==> config.mk <==
export PLATFORM = sky130hd
export DESIGN_NAME = pixel_cfg_fsm_flat
export DESIGN_NICKNAME = d
export VERILOG_FILES = /design/src/rtl/pixel_cfg_fsm_pkg.sv /design/src/rtl/pixel_cfg_fsm_if.sv /design/src/rtl/pixel_cfg_fsm_shift.sv /design/src/rtl/pixel_cfg_fsm.sv /design/src/flat_wrapper.sv
export SDC_FILE = /design/constraint.sdc
export NUM_CORES = 1
export LEC_CHECK = 0
export CAP_MARGIN = 20
export CORE_ASPECT_RATIO = 0.7
export CORE_UTILIZATION = 35
export DETAILED_ROUTE_END_ITERATION = 8
export RECOVER_POWER = 100
export SETUP_SLACK_MARGIN = 0.02
export SYNTH_ARGS = -nofsm -noshare
export SYNTH_HDL_FRONTEND = slang
export SYNTH_SLANG_ARGS = --single-unit
==> constraint.sdc <==
create_clock -name clk -period 2.9 [get_ports clk]
set_clock_uncertainty 0.15 [all_clocks]
set_input_delay 0.29 -clock clk [delete_from_list [all_inputs] [get_ports clk]]
set_output_delay 0.29 -clock clk [all_outputs]
set_load 0.01 [all_outputs]
==> src/rtl/pixel_cfg_fsm_pkg.sv <==
// Shared types and counter command encodings for the pixel configuration,
// scan and process sequencers.
package pixel_cfg_pkg;

  typedef enum logic [3:0] {
    IDLE,
    ROW_SET,
    ROW_WR,
    COL_SET,
    COL_WR,
    RAM_RD,
    RAM_WAIT,
    KEY_WR,
    DONE,
    WAIT_LOW
  } state_e;

  // RAM address counter commands
  localparam logic [4:0] CNT_RST  = 5'b10000;
  localparam logic [4:0] CNT_INC  = 5'b00001;
  localparam logic [4:0] CNT_HOLD = 5'b00000;

  // Index width for a count of n items; never narrower than one bit.
  function automatic int unsigned idx_width(input int unsigned n);
    return (n > 1) ? $clog2(n) : 1;
  endfunction

endpackage

==> src/rtl/pixel_cfg_fsm_if.sv <==
// Configuration grant and chip-driver signals of the pixel configuration
// sequencer. The sequencer is the slave; arbiter/chip side is the master.
interface pixel_cfg_fsm_if;

  logic       i_cfg_go;
  logic       i_zero_mode;
  logic [4:0] o_col_control;
  logic [4:0] o_row_control;
  logic       o_ram_read;
  logic       o_key_zero;
  logic       o_row_reg_data;
  logic       o_row_reg_write;
  logic       o_col_reg_data;
  logic       o_col_reg_write;
  logic       o_key_wren;
  logic       o_cfg_end;

  modport master (
    output i_cfg_go, i_zero_mode,
    input  o_col_control, o_row_control, o_ram_read, o_key_zero,
           o_row_reg_data, o_row_reg_write, o_col_reg_data, o_col_reg_write,
           o_key_wren, o_cfg_end
  );

  modport slave (
    input  i_cfg_go, i_zero_mode,
    output o_col_control, o_row_control, o_ram_read, o_key_zero,
           o_row_reg_data, o_row_reg_write, o_col_reg_data, o_col_reg_write,
           o_key_wren, o_cfg_end
  );

endinterface

==> src/rtl/pixel_cfg_fsm_shift.sv <==
// Two-cycle serial shift generator: a set cycle presents the data bit,
// the following write cycle keeps it and raises the shift pulse.
module cfg_shift_strobe (
  input  logic clk,
  input  logic rst_n,
  input  logic set_i,
  input  logic write_i,
  input  logic bit_i,
  output logic data_o,
  output logic write_o
);

  logic data_q, data_d;
  logic write_q, write_d;

  // Data/strobe for the coming cycle; idle outputs are low
  always_comb begin
    data_d  = 1'b0;
    write_d = 1'b0;
    if (set_i) begin
      data_d = bit_i;
    end else if (write_i) begin
      data_d  = data_q;
      write_d = 1'b1;
    end
  end

  // Output registers
  always_ff @(posedge clk or negedge rst_n) begin
    if (!rst_n) begin
      data_q  <= 1'b0;
      write_q <= 1'b0;
    end else begin
      data_q  <= data_d;
      write_q <= write_d;
    end
  end

  assign data_o  = data_q;
  assign write_o = write_q;

endmodule

==> src/rtl/pixel_cfg_fsm.sv <==
// Pixel matrix configuration sequencer: walks every pixel row by row,
// shifts one-hot row/column tokens, fetches the key from RAM and pulses
// the key write enable. Zero mode writes zeros without reading RAM.
module pixel_cfg_fsm
  import pixel_cfg_pkg::*;
#(
  parameter int unsigned N_ROWS    = 24,
  parameter int unsigned N_COLS    = 24,
  parameter int unsigned RAM_LAT   = 2,
  parameter int unsigned KEY_PULSE = 2
) (
  input logic           clk,
  input logic           rst_n,
  pixel_cfg_fsm_if.slave bus
);

  localparam int unsigned RW = idx_width(N_ROWS);
  localparam int unsigned CW = idx_width(N_COLS);
  localparam int unsigned WW = idx_width((RAM_LAT > KEY_PULSE) ? RAM_LAT : KEY_PULSE);

  localparam logic [RW-1:0] ROW_LAST = RW'(N_ROWS - 1);
  localparam logic [CW-1:0] COL_LAST = CW'(N_COLS - 1);
  localparam logic [WW-1:0] WAIT_RAM = WW'(RAM_LAT - 1);
  localparam logic [WW-1:0] WAIT_KEY = WW'(KEY_PULSE - 1);

  state_e        state_q, state_d;
  logic [RW-1:0] row_q, row_d;
  logic [CW-1:0] col_q, col_d;
  logic [WW-1:0] wait_q, wait_d;
  logic          zero_q, zero_d;

  logic [4:0]    col_ctrl_q, col_ctrl_d;
  logic [4:0]    row_ctrl_q, row_ctrl_d;
  logic          ram_read_q, ram_read_d;
  logic          key_zero_q, key_zero_d;
  logic          key_wren_q, key_wren_d;
  logic          cfg_end_q, cfg_end_d;

  logic          row_set, row_wr, col_set, col_wr;

  // Next state, indices, wait counter and latched zero mode
  always_comb begin
    state_d = state_q;
    row_d   = row_q;
    col_d   = col_q;
    wait_d  = wait_q;
    zero_d  = zero_q;
    case (state_q)
      IDLE: begin
        if (bus.i_cfg_go) begin
          zero_d  = bus.i_zero_mode;
          row_d   = '0;
          col_d   = '0;
          state_d = ROW_SET;
        end
      end
      ROW_SET: state_d = ROW_WR;
      ROW_WR: begin
        col_d   = '0;
        state_d = COL_SET;
      end
      COL_SET: state_d = COL_WR;
      COL_WR:  state_d = RAM_RD;
      RAM_RD: begin
        wait_d  = WAIT_RAM;
        state_d = RAM_WAIT;
      end
      RAM_WAIT: begin
        if (wait_q == '0) begin
          wait_d  = WAIT_KEY;
          state_d = KEY_WR;
        end else begin
          wait_d = wait_q - WW'(1);
        end
      end
      KEY_WR: begin
        if (wait_q == '0) begin
          if (col_q != COL_LAST) begin
            col_d   = col_q + CW'(1);
            state_d = COL_SET;
          end else if (row_q != ROW_LAST) begin
            row_d   = row_q + RW'(1);
            state_d = ROW_SET;
          end else begin
            state_d = DONE;
          end
        end else begin
          wait_d = wait_q - WW'(1);
        end
      end
      DONE: state_d = WAIT_LOW;
      WAIT_LOW: begin
        if (!bus.i_cfg_go) state_d = IDLE;
      end
      default: state_d = IDLE;
    endcase
    // Losing the grant mid-operation abandons the walk immediately
    if (!bus.i_cfg_go && (state_q != IDLE) && (state_q != WAIT_LOW)) state_d = IDLE;
  end

  // Output decode from the next state so registered outputs line up with
  // the state they describe
  always_comb begin
    col_ctrl_d = CNT_HOLD;
    row_ctrl_d = CNT_HOLD;
    ram_read_d = 1'b0;
    key_wren_d = 1'b0;
    cfg_end_d  = 1'b0;
    key_zero_d = (state_d != IDLE) && zero_d;
    row_set    = (state_d == ROW_SET);
    row_wr     = (state_d == ROW_WR);
    col_set    = (state_d == COL_SET);
    col_wr     = (state_d == COL_WR);
    case (state_d)
      IDLE: begin
        col_ctrl_d = CNT_RST;
        row_ctrl_d = CNT_RST;
      end
      RAM_RD: ram_read_d = !zero_d;
      KEY_WR: begin
        key_wren_d = 1'b1;
        if (wait_d == '0) begin
          col_ctrl_d = CNT_INC;
          if ((col_d == COL_LAST) && (row_d != ROW_LAST)) begin
            col_ctrl_d = CNT_RST;
            row_ctrl_d = CNT_INC;
          end
        end
      end
      DONE: cfg_end_d = 1'b1;
      default: ;
    endcase
  end

  // State, index and output registers
  always_ff @(posedge clk or negedge rst_n) begin
    if (!rst_n) begin
      state_q    <= IDLE;
      row_q      <= '0;
      col_q      <= '0;
      wait_q     <= '0;
      zero_q     <= 1'b0;
      col_ctrl_q <= CNT_RST;
      row_ctrl_q <= CNT_RST;
      ram_read_q <= 1'b0;
      key_zero_q <= 1'b0;
      key_wren_q <= 1'b0;
      cfg_end_q  <= 1'b0;
    end else begin
      state_q    <= state_d;
      row_q      <= row_d;
      col_q      <= col_d;
      wait_q     <= wait_d;
      zero_q     <= zero_d;
      col_ctrl_q <= col_ctrl_d;
      row_ctrl_q <= row_ctrl_d;
      ram_read_q <= ram_read_d;
      key_zero_q <= key_zero_d;
      key_wren_q <= key_wren_d;
      cfg_end_q  <= cfg_end_d;
    end
  end

  cfg_shift_strobe u_row_shift (
    .clk     (clk),
    .rst_n   (rst_n),
    .set_i   (row_set),
    .write_i (row_wr),
    .bit_i   (row_d == '0),
    .data_o  (bus.o_row_reg_data),
    .write_o (bus.o_row_reg_write)
  );

  cfg_shift_strobe u_col_shift (
    .clk     (clk),
    .rst_n   (rst_n),
    .set_i   (col_set),
    .write_i (col_wr),
    .bit_i   (col_d == '0),
    .data_o  (bus.o_col_reg_data),
    .write_o (bus.o_col_reg_write)
  );

  assign bus.o_col_control = col_ctrl_q;
  assign bus.o_row_control = row_ctrl_q;
  assign bus.o_ram_read    = ram_read_q;
  assign bus.o_key_zero    = key_zero_q;
  assign bus.o_key_wren    = key_wren_q;
  assign bus.o_cfg_end     = cfg_end_q;

endmodule

==> src/flat_wrapper.sv <==
// flat-port wrapper written by rule: the top's interface ports become plain ports
module pixel_cfg_fsm_flat import pixel_cfg_pkg::*;
#(
  parameter int unsigned N_ROWS    = 24,
  parameter int unsigned N_COLS    = 24,
  parameter int unsigned RAM_LAT   = 2,
  parameter int unsigned KEY_PULSE = 2
)
  (clk, rst_n, bus_i_cfg_go, bus_i_zero_mode, bus_o_col_control, bus_o_row_control, bus_o_ram_read, bus_o_key_zero, bus_o_row_reg_data, bus_o_row_reg_write, bus_o_col_reg_data, bus_o_col_reg_write, bus_o_key_wren, bus_o_cfg_end);
  pixel_cfg_fsm_if bus_i ();
  input logic clk;
  input logic rst_n;
  input wire logic [$bits(bus_i.i_cfg_go)-1:0] bus_i_cfg_go;
  input wire logic [$bits(bus_i.i_zero_mode)-1:0] bus_i_zero_mode;
  output wire logic [$bits(bus_i.o_col_control)-1:0] bus_o_col_control;
  output wire logic [$bits(bus_i.o_row_control)-1:0] bus_o_row_control;
  output wire logic [$bits(bus_i.o_ram_read)-1:0] bus_o_ram_read;
  output wire logic [$bits(bus_i.o_key_zero)-1:0] bus_o_key_zero;
  output wire logic [$bits(bus_i.o_row_reg_data)-1:0] bus_o_row_reg_data;
  output wire logic [$bits(bus_i.o_row_reg_write)-1:0] bus_o_row_reg_write;
  output wire logic [$bits(bus_i.o_col_reg_data)-1:0] bus_o_col_reg_data;
  output wire logic [$bits(bus_i.o_col_reg_write)-1:0] bus_o_col_reg_write;
  output wire logic [$bits(bus_i.o_key_wren)-1:0] bus_o_key_wren;
  output wire logic [$bits(bus_i.o_cfg_end)-1:0] bus_o_cfg_end;
  assign bus_i.i_cfg_go = bus_i_cfg_go;
  assign bus_i.i_zero_mode = bus_i_zero_mode;
  assign bus_o_col_control = bus_i.o_col_control;
  assign bus_o_row_control = bus_i.o_row_control;
  assign bus_o_ram_read = bus_i.o_ram_read;
  assign bus_o_key_zero = bus_i.o_key_zero;
  assign bus_o_row_reg_data = bus_i.o_row_reg_data;
  assign bus_o_row_reg_write = bus_i.o_row_reg_write;
  assign bus_o_col_reg_data = bus_i.o_col_reg_data;
  assign bus_o_col_reg_write = bus_i.o_col_reg_write;
  assign bus_o_key_wren = bus_i.o_key_wren;
  assign bus_o_cfg_end = bus_i.o_cfg_end;
  pixel_cfg_fsm #(.N_ROWS(N_ROWS), .N_COLS(N_COLS), .RAM_LAT(RAM_LAT), .KEY_PULSE(KEY_PULSE)) u_core (.clk(clk), .rst_n(rst_n), .bus(bus_i));
endmodule
==> results of run 1 <==
==> state kept, by name (all words and copies together), names as in the netlist <==
name	cells
u_core.wait_q	1
u_core.row_q	5
u_core.u_row_shift.write_o	1
u_core.u_col_shift.write_o	1
u_core.bus.o_key_zero	1
u_core.bus.o_cfg_end	1
u_core.bus.o_col_control	2
u_core.bus.o_key_wren	1
u_core.col_q	5
u_core.u_row_shift.data_o	1
u_core.zero_q	1
u_core.u_col_shift.data_o	1
u_core.bus.o_ram_read	1
u_core.state_q	4
u_core.bus.o_row_control	2
==> routing by layer <==
metal  up-vias  global-route usage, %
met5         -                      0
met4         0                   2.58
met3         2                   3.83
met2        61                   24.8
met1       706                   28.2
li1        670                      -
==> kinds of logic (layout without fill, tap and decap cells) <==
family          count (synthesis)  in the layout
compound gates                 44             44
xor+xnor                        3              3
fa+ha+maj                       2              2
buf+inv                        26             37
flops                          28             28
mux                             2              2
other cells                     1              6
simple gates                   68             68
==> critical path, stage by stage, from the launching register on <==
cell      delay (ns)
dfrtp_1         0.56
or4b_1          0.69
a211oi_1        0.56
mux2i_1         0.37
and3_1          0.21
==> area by class of cell <==
class | count | area, µm²
inverters | 9 | 33.8
multi-input cells | 125 | 921
well taps | 69 | 86.3
flip-flops and latches | 28 | 703
clock inverters | 1 | 30.0
repair buffers | 24 | 206
clock buffers | 3 | 41.3
fillers | 472 | 2840
==> placed cells by master, fill, tap and decap left out, types with 3 or more instances in the layout <==
master / netlist / final
conb_1: 1 / 6
dlygate4sd3_1: 0 / 13
buf_4: 8 / 6
a31oi_1: 3 / 3
clkbuf_8: 0 / 3
dfrtp_1: 26 / 26
and2_1: 4 / 3
o22ai_1: 3 / 3
xnor2_1: 3 / 3
nor4_1: 5 / 5
clkbuf_1: 1 / 3
nor2b_1: 5 / 5
and4b_1: 5 / 5
nand2b_1: 4 / 4
inv_1: 9 / 9
nor4b_1: 4 / 4
nor3_1: 3 / 3
nor2_1: 7 / 7
nand3_1: 4 / 4
o31ai_1: 3 / 3
nand4b_1: 3 / 3
a21oi_1: 7 / 8
a211o_1: 3 / 3
nand2_1: 7 / 7
==> stage by stage <==
step / hold WS, ns / instance area (µm²) / instances / worst slack, ns / total power, mW
floorplan: -0.156 / 1810 / 179 / 0.827 / 0.988
global placement: 0.355 / 1990 / 255 / 0.357 / 1.19
detailed placement: 0.359 / 1990 / 255 / 0.336 / 1.19
CTS: 0.247 / 2060 / 259 / 0.435 / 1.52
global route: 0.440 / 2020 / 259 / 0.152 / 1.58
finish: 0.382 / 2020 / 259 / 0.295 / 1.47
==> report_power, final <==
part	switching, mW	leakage, nW	internal (mW)
combinational	0.329	0.530	0.252
clock	0.128	0.0357	0.185
sequential	0.0940	0.374	0.485
==> worst min-delay path by stage <==
stage                                                     start                               endpoint
after global routing      u_core.u_col_shift.data_o$_DFFE_PN0N_  u_core.u_col_shift.data_o$_DFFE_PN0N_
after global placement    u_core.u_col_shift.data_o$_DFFE_PN0N_  u_core.u_col_shift.data_o$_DFFE_PN0N_
after detailed placement  u_core.u_row_shift.data_o$_DFFE_PN0N_  u_core.u_row_shift.data_o$_DFFE_PN0N_
after CTS                                                 rst_n        u_core.bus.o_key_wren$_DFF_PN0_
after floorplan                                           rst_n         u_core.bus.o_cfg_end$_DFF_PN0_
final                     u_core.u_row_shift.data_o$_DFFE_PN0N_  u_core.u_row_shift.data_o$_DFFE_PN0N_
==> results.yml, run 1 <==
synth:
  mapped_area_um2: 1790
  synth_enable_flop_cells: 0
  synth_compound_gate_area_share_pct: 22.1
  yosysUniqueCellTypes: 65
  synth_fa_ha_area_share_pct: 1.40
  synthesis.yosys.warnings: 0
  synth_top_cells_by_area: "dfrtp_1 36%, buf_4 3.4%, dfstp_2 2.9%, and4b_1 2.8%, a21oi_1 2.0%"
  yosys_top_cell_by_area: "dfrtp_1"
  yosys.area_share.simple_pct: 25.8
  synth_area_per_cell_um2: 10.3
  ys_async_sr_fraction_pct: 100
  synth-main-ff-cell: "dfrtp_1"
  synth_largest_type_area_fraction_pct: 36.3
  post_synth_xor_area_fraction_pct: 1.47
  synth.most_common_cell: "dfrtp_1"
  combinational_family_with_the_most_area_after_synthesis: "simple AND/OR/NAND/NOR gates"
  synth_common_cells: "26 x dfrtp_1, 9 x inv_1, 8 x buf_4"
  synth_mux_area_share_pct: 1.12
  synthCells: 174
  synth.ff_latch_count: 28
  synth-seq-area-share_pct: 39.2
route:
  route.final.wire_length_um: 4440
  drc_errors_left: 0
  first_pass_iters: 4
  dr_wl_met2_um: 1790
  routed_length_on_met3_um: 312
  top_layer: "met4"
  avgViaCountPerCell: 5.56
  drt_iter0_markers: 227
  wl_per_cell_um: 17.2
  antenna_left: 0
  detailroute.via_count: 1439
  wl_met1_um: 2320
floorplan:
  floorplan.die_area_um2: 5410
  num_rows: 21
  floorplan.core_area_um2: 4860
  die_height_um: 61.9
  start_util_pct: 36.9
  die_w_um: 87.5
  io_pins: 22
power:
  cellLeakagePower_nw: 0.939
  peakVddDrop_v: 0.000357
  power-per-cell-area_nw_per_um2: 729
sta:
  finalSetupViolCount: 0
  post-route-min-period_ns: 2.61
  tns_ns: 0
  timing.final.max_slew_violations: 29
  timing_hold_violations_final: 0
  fmaxAchievable_mhz: 384
  max_slew.worst_pin.slew_ns: 1.52
  timing.slew.headroom_pct: -1.51
  period_share_pct: 89.8
  grt_setup_unrepaired: "false"
min_path:
  min_delay_path_depth: 2
  timing.hold.worst.class: "reg -> reg"
clocking:
  cts_tree: "yes"
  post_cts_resized: 0
  clk_root_buffer_cell: "clkbuf_8"
  cts-root-to-sink-buffers: 2
  cts.reportedPaths.clkPinSlew_ns: 0.10
  clock-sinks: 28
  post_cts.repair.setup_buffers: 0
  cts_hold_buffers: 0
  clk_latency_ns: 0.28
  h-tree-depth: 1
  cts_inserted_buffers: 3
setup_path:
  critical_path.startpoint: "u_core.state_q[1]$_DFF_PN0_"
  worst-path-max-fanout: 13
  reg2reg_from: "u_core.state_q[1]$_DFF_PN0_"
  critical_path.endpoint: "u_core.bus.o_ram_read$_DFF_PN0_"
  crit-reg2reg-capture: "u_core.bus.o_ram_read$_DFF_PN0_"
  setup.reg_to_reg.worst_slack_ns: 0.29
  worst_r2r_path_depth: 4
  worst_ep_required_time_ns: 2.97
  critPathCaptureType: "register"
  worst-endpoint-arrival_ns: 2.67
  timing_worst_setup_path_type: "reg -> reg"
  critPathLaunchType: "register"
status:
  violations: "max-capacitance violations, max-slew violations"
  run_status: "finished with violations"
grt:
  number_of_antenna_violations_at_the_first_check_in_global_routing: 0
  grt_pass1_vias: 1266
  gr-total-overflow: 0
  grt_first_pass_wirelength_um: 7020
  grt_max_degree: 29
  globalRouteTotalUtil_pct: 17.8
placed_design:
  detailed_place_hpwl_um: 3280
  place.gp.congestion: 0.814
  placement.io_buffers: 15
flow_run:
  max_cap_violations: 1
finish:
  drive_gt1_share_pct: 10.5
  area_delta_synth_final_pct: 12.8
  finalNetCount: 197
  antenna_cells_inserted: 0
  layout.core_utilization_pct: 41.6
(Power assumes the default switching activity.)
==> run 2: changes to the inputs <==
--- a/config.mk
+++ b/config.mk
@@ -9,6 +9,7 @@
 export CORE_ASPECT_RATIO = 0.7
 export CORE_UTILIZATION = 35
 export DETAILED_ROUTE_END_ITERATION = 8
+export PLACE_DENSITY = 0.62
 export RECOVER_POWER = 100
 export SETUP_SLACK_MARGIN = 0.02
 export SYNTH_ARGS = -nofsm -noshare
==> run 2 against run 1 <==
The flow now finishes without violations. Critical path depth is 3 higher. Core utilization down 0.82 points. Largest power group is now sequential cells. Combinational power fell by 2%.
==> results.yml, run 2 (synthesis gave the netlist of run 1 again) <==
route:
  drc_errors_left: 0
  first_pass_iters: 4
  wl_per_cell_um: 15.6
  detailroute.via_count: 1375
  avgViaCountPerCell: 5.35
  drt_iter0_markers: 80
  route.final.wire_length_um: 4020
  antenna_left: 0
grt:
  number_of_antenna_violations_at_the_first_check_in_global_routing: 0
  gr-total-overflow: 0
  grt_first_pass_wirelength_um: 6330
  globalRouteTotalUtil_pct: 15.8
  grt_pass1_vias: 1209
  grt_max_degree: 29
setup_path:
  worst-endpoint-arrival_ns: 2.64
  critical_path.top_delay_family: "compound AO/OA/AOI/OAI gates"
  worst_path_depth: 7
  critPathCaptureType: "register"
  critical_path.cell_chain: "dlygate4sd3_1 -> or4b_1 -> a211oi_1 -> a311oi_1 -> nand3b_2 -> o211ai_1 -> o22ai_1"
  worst_r2r_path_depth: 7
  timing_worst_setup_path_type: "in -> reg"
  worst_ep_required_time_ns: 2.95
  worst-path-max-fanout: 7
  crit_path_max_incr_delay_ns: 0.65
  critPathLaunchType: "input pin"
  critical_path_buf_inv_count: 1
  cpMaxStageDelayCell: "dlygate4sd3_1"
finish:
  antenna_cells_inserted: 0
  layout.core_utilization_pct: 40.8
  finalNetCount: 195
  final_cell_count_no_fill: 257
  multi_input_comb_area_um2: 892
  ff_latch_area_um2: 703
  final_cell_mix: "26 x dfrtp_1, 14 x dlygate4sd3_1, 9 x inv_1, 8 x a21oi_1"
  layout_top_registers: "u_core.col_q: 5 flops, u_core.row_q: 5 flops, u_core.state_q: 4 flops"
  most_common_library_cell_in_the_layout_ignoring_fill_and_taps: "dfrtp_1"
  fill_cells: 480
  drive_gt1_share_pct: 8.51
  area_delta_synth_final_pct: 10.6
status:
  run_status: "finished clean"
min_path:
  timing.hold.worst.class: "reg -> reg"
  min_delay_path_depth: 2
flow_run:
  max_cap_violations: 0
floorplan:
  num_rows: 21
  die_height_um: 61.9
  floorplan.die_area_um2: 5410
  start_util_pct: 36.9
  die_w_um: 87.5
  floorplan.core_area_um2: 4860
  io_pins: 22
sta:
  fmaxAchievable_mhz: 386
  timing_hold_violations_final: 0
  tns_ns: 0
  max_slew.worst_pin.slew_ns: 1.43
  period_share_pct: 89.2
  post-route-min-period_ns: 2.59
  grt_setup_unrepaired: "false"
  finalSetupViolCount: 0
  timing.final.max_slew_violations: 0
  timing.slew.headroom_pct: 4.85
placed_design:
  placement.io_buffers: 15
  place.gp.congestion: 0.807
  cell_total_after_placement: 253
  detailed_place_hpwl_um: 3010
power:
  cellLeakagePower_nw: 0.919
  power-per-cell-area_nw_per_um2: 727
  peakVddDrop_v: 0.000462
clocking:
  clock-sinks: 28
  post_cts.repair.setup_buffers: 0
  clk_latency_ns: 0.28
  cts-root-to-sink-buffers: 2
  cts_hold_buffers: 0
  cts_inserted_buffers: 3
  cts.reportedPaths.clkPinSlew_ns: 0.09
  cts_tree: "yes"
  clk_root_buffer_cell: "clkbuf_8"
  h-tree-depth: 1
  post_cts_resized: 0
==> run 2: changes by cell type in the layout (fill, tap and decap cells not counted), sizes merged <==
cell	previous run	this run
buf	6	5
clkbuf	6	5
dlygate4sd3	13	14
clkdlybuf4s50	2	1
==> run 2: per-layer routing <==
layer	vias up	track usage [%]	routed length [µm]
li1	672	-	-
met3	2	3.43	278
met2	52	21.1	1550
met1	649	25.5	2170
met5	-	0	0
met4	0	3.51	25
==> run 2: tightest hold or removal path: cells and delay by family, from the launching register on <==
family / cells / cell delay (ns)
AOI/OAI and AO/OA: 1 / 0.05
DFF: 1 / 0.36
and+or+nand+nor: 1 / 0.05
==> run 2: path summary, 6_finish.rpt <==
path                                                  startpoint                                    end  slack, ns
max                                                 bus_i_cfg_go  u_core.bus.o_col_control[4]$_DFF_PN1_       0.31
min in group asynchronous                                  rst_n            u_core.state_q[0]$_DFF_PN0_       0.71
min                        u_core.u_row_shift.data_o$_DFFE_PN0N_  u_core.u_row_shift.data_o$_DFFE_PN0N_       0.35
max in group asynchronous                                  rst_n        u_core.bus.o_ram_read$_DFF_PN0_       1.05
min reg2reg                u_core.u_row_shift.data_o$_DFFE_PN0N_  u_core.u_row_shift.data_o$_DFFE_PN0N_       0.35
max reg2reg                            u_core.col_q[0]$_DFF_PN0_  u_core.bus.o_col_control[0]$_DFF_PN0_       0.36
==> run 2: layout make-up <==
type / instances / share of cell area (%)
multi-input combinational: 125 / 45.0
clock buffer: 3 / 2.08
tap: 69 / 4.36
timing repair buffer: 22 / 9.85
inverter: 9 / 1.70
sequential: 28 / 35.5
clock inverter: 1 / 1.52
==> run 2: power by group <==
group	switching (mW)	total [mW]	leakage, nW	internal (mW)
registers	0.0834	0.568	0.374	0.485
clock network	0.119	0.304	0.0357	0.185
logic	0.324	0.568	0.509	0.245
total	0.526	1.44	0.919	0.915
==> run 2: per-stage QoR <==
step                      setup slack [ns]  power [mW]  hold WS [ns]  cell area, µm²
after global routing                 0.155        1.54         0.404            1980
after detailed placement             0.291        1.18         0.317            1980
after floorplan                      0.827       0.988        -0.156            1810
final                                0.312        1.44         0.348            1980
after CTS                            0.464        1.50         0.225            2050
after global placement               0.266        1.20         0.339            1980
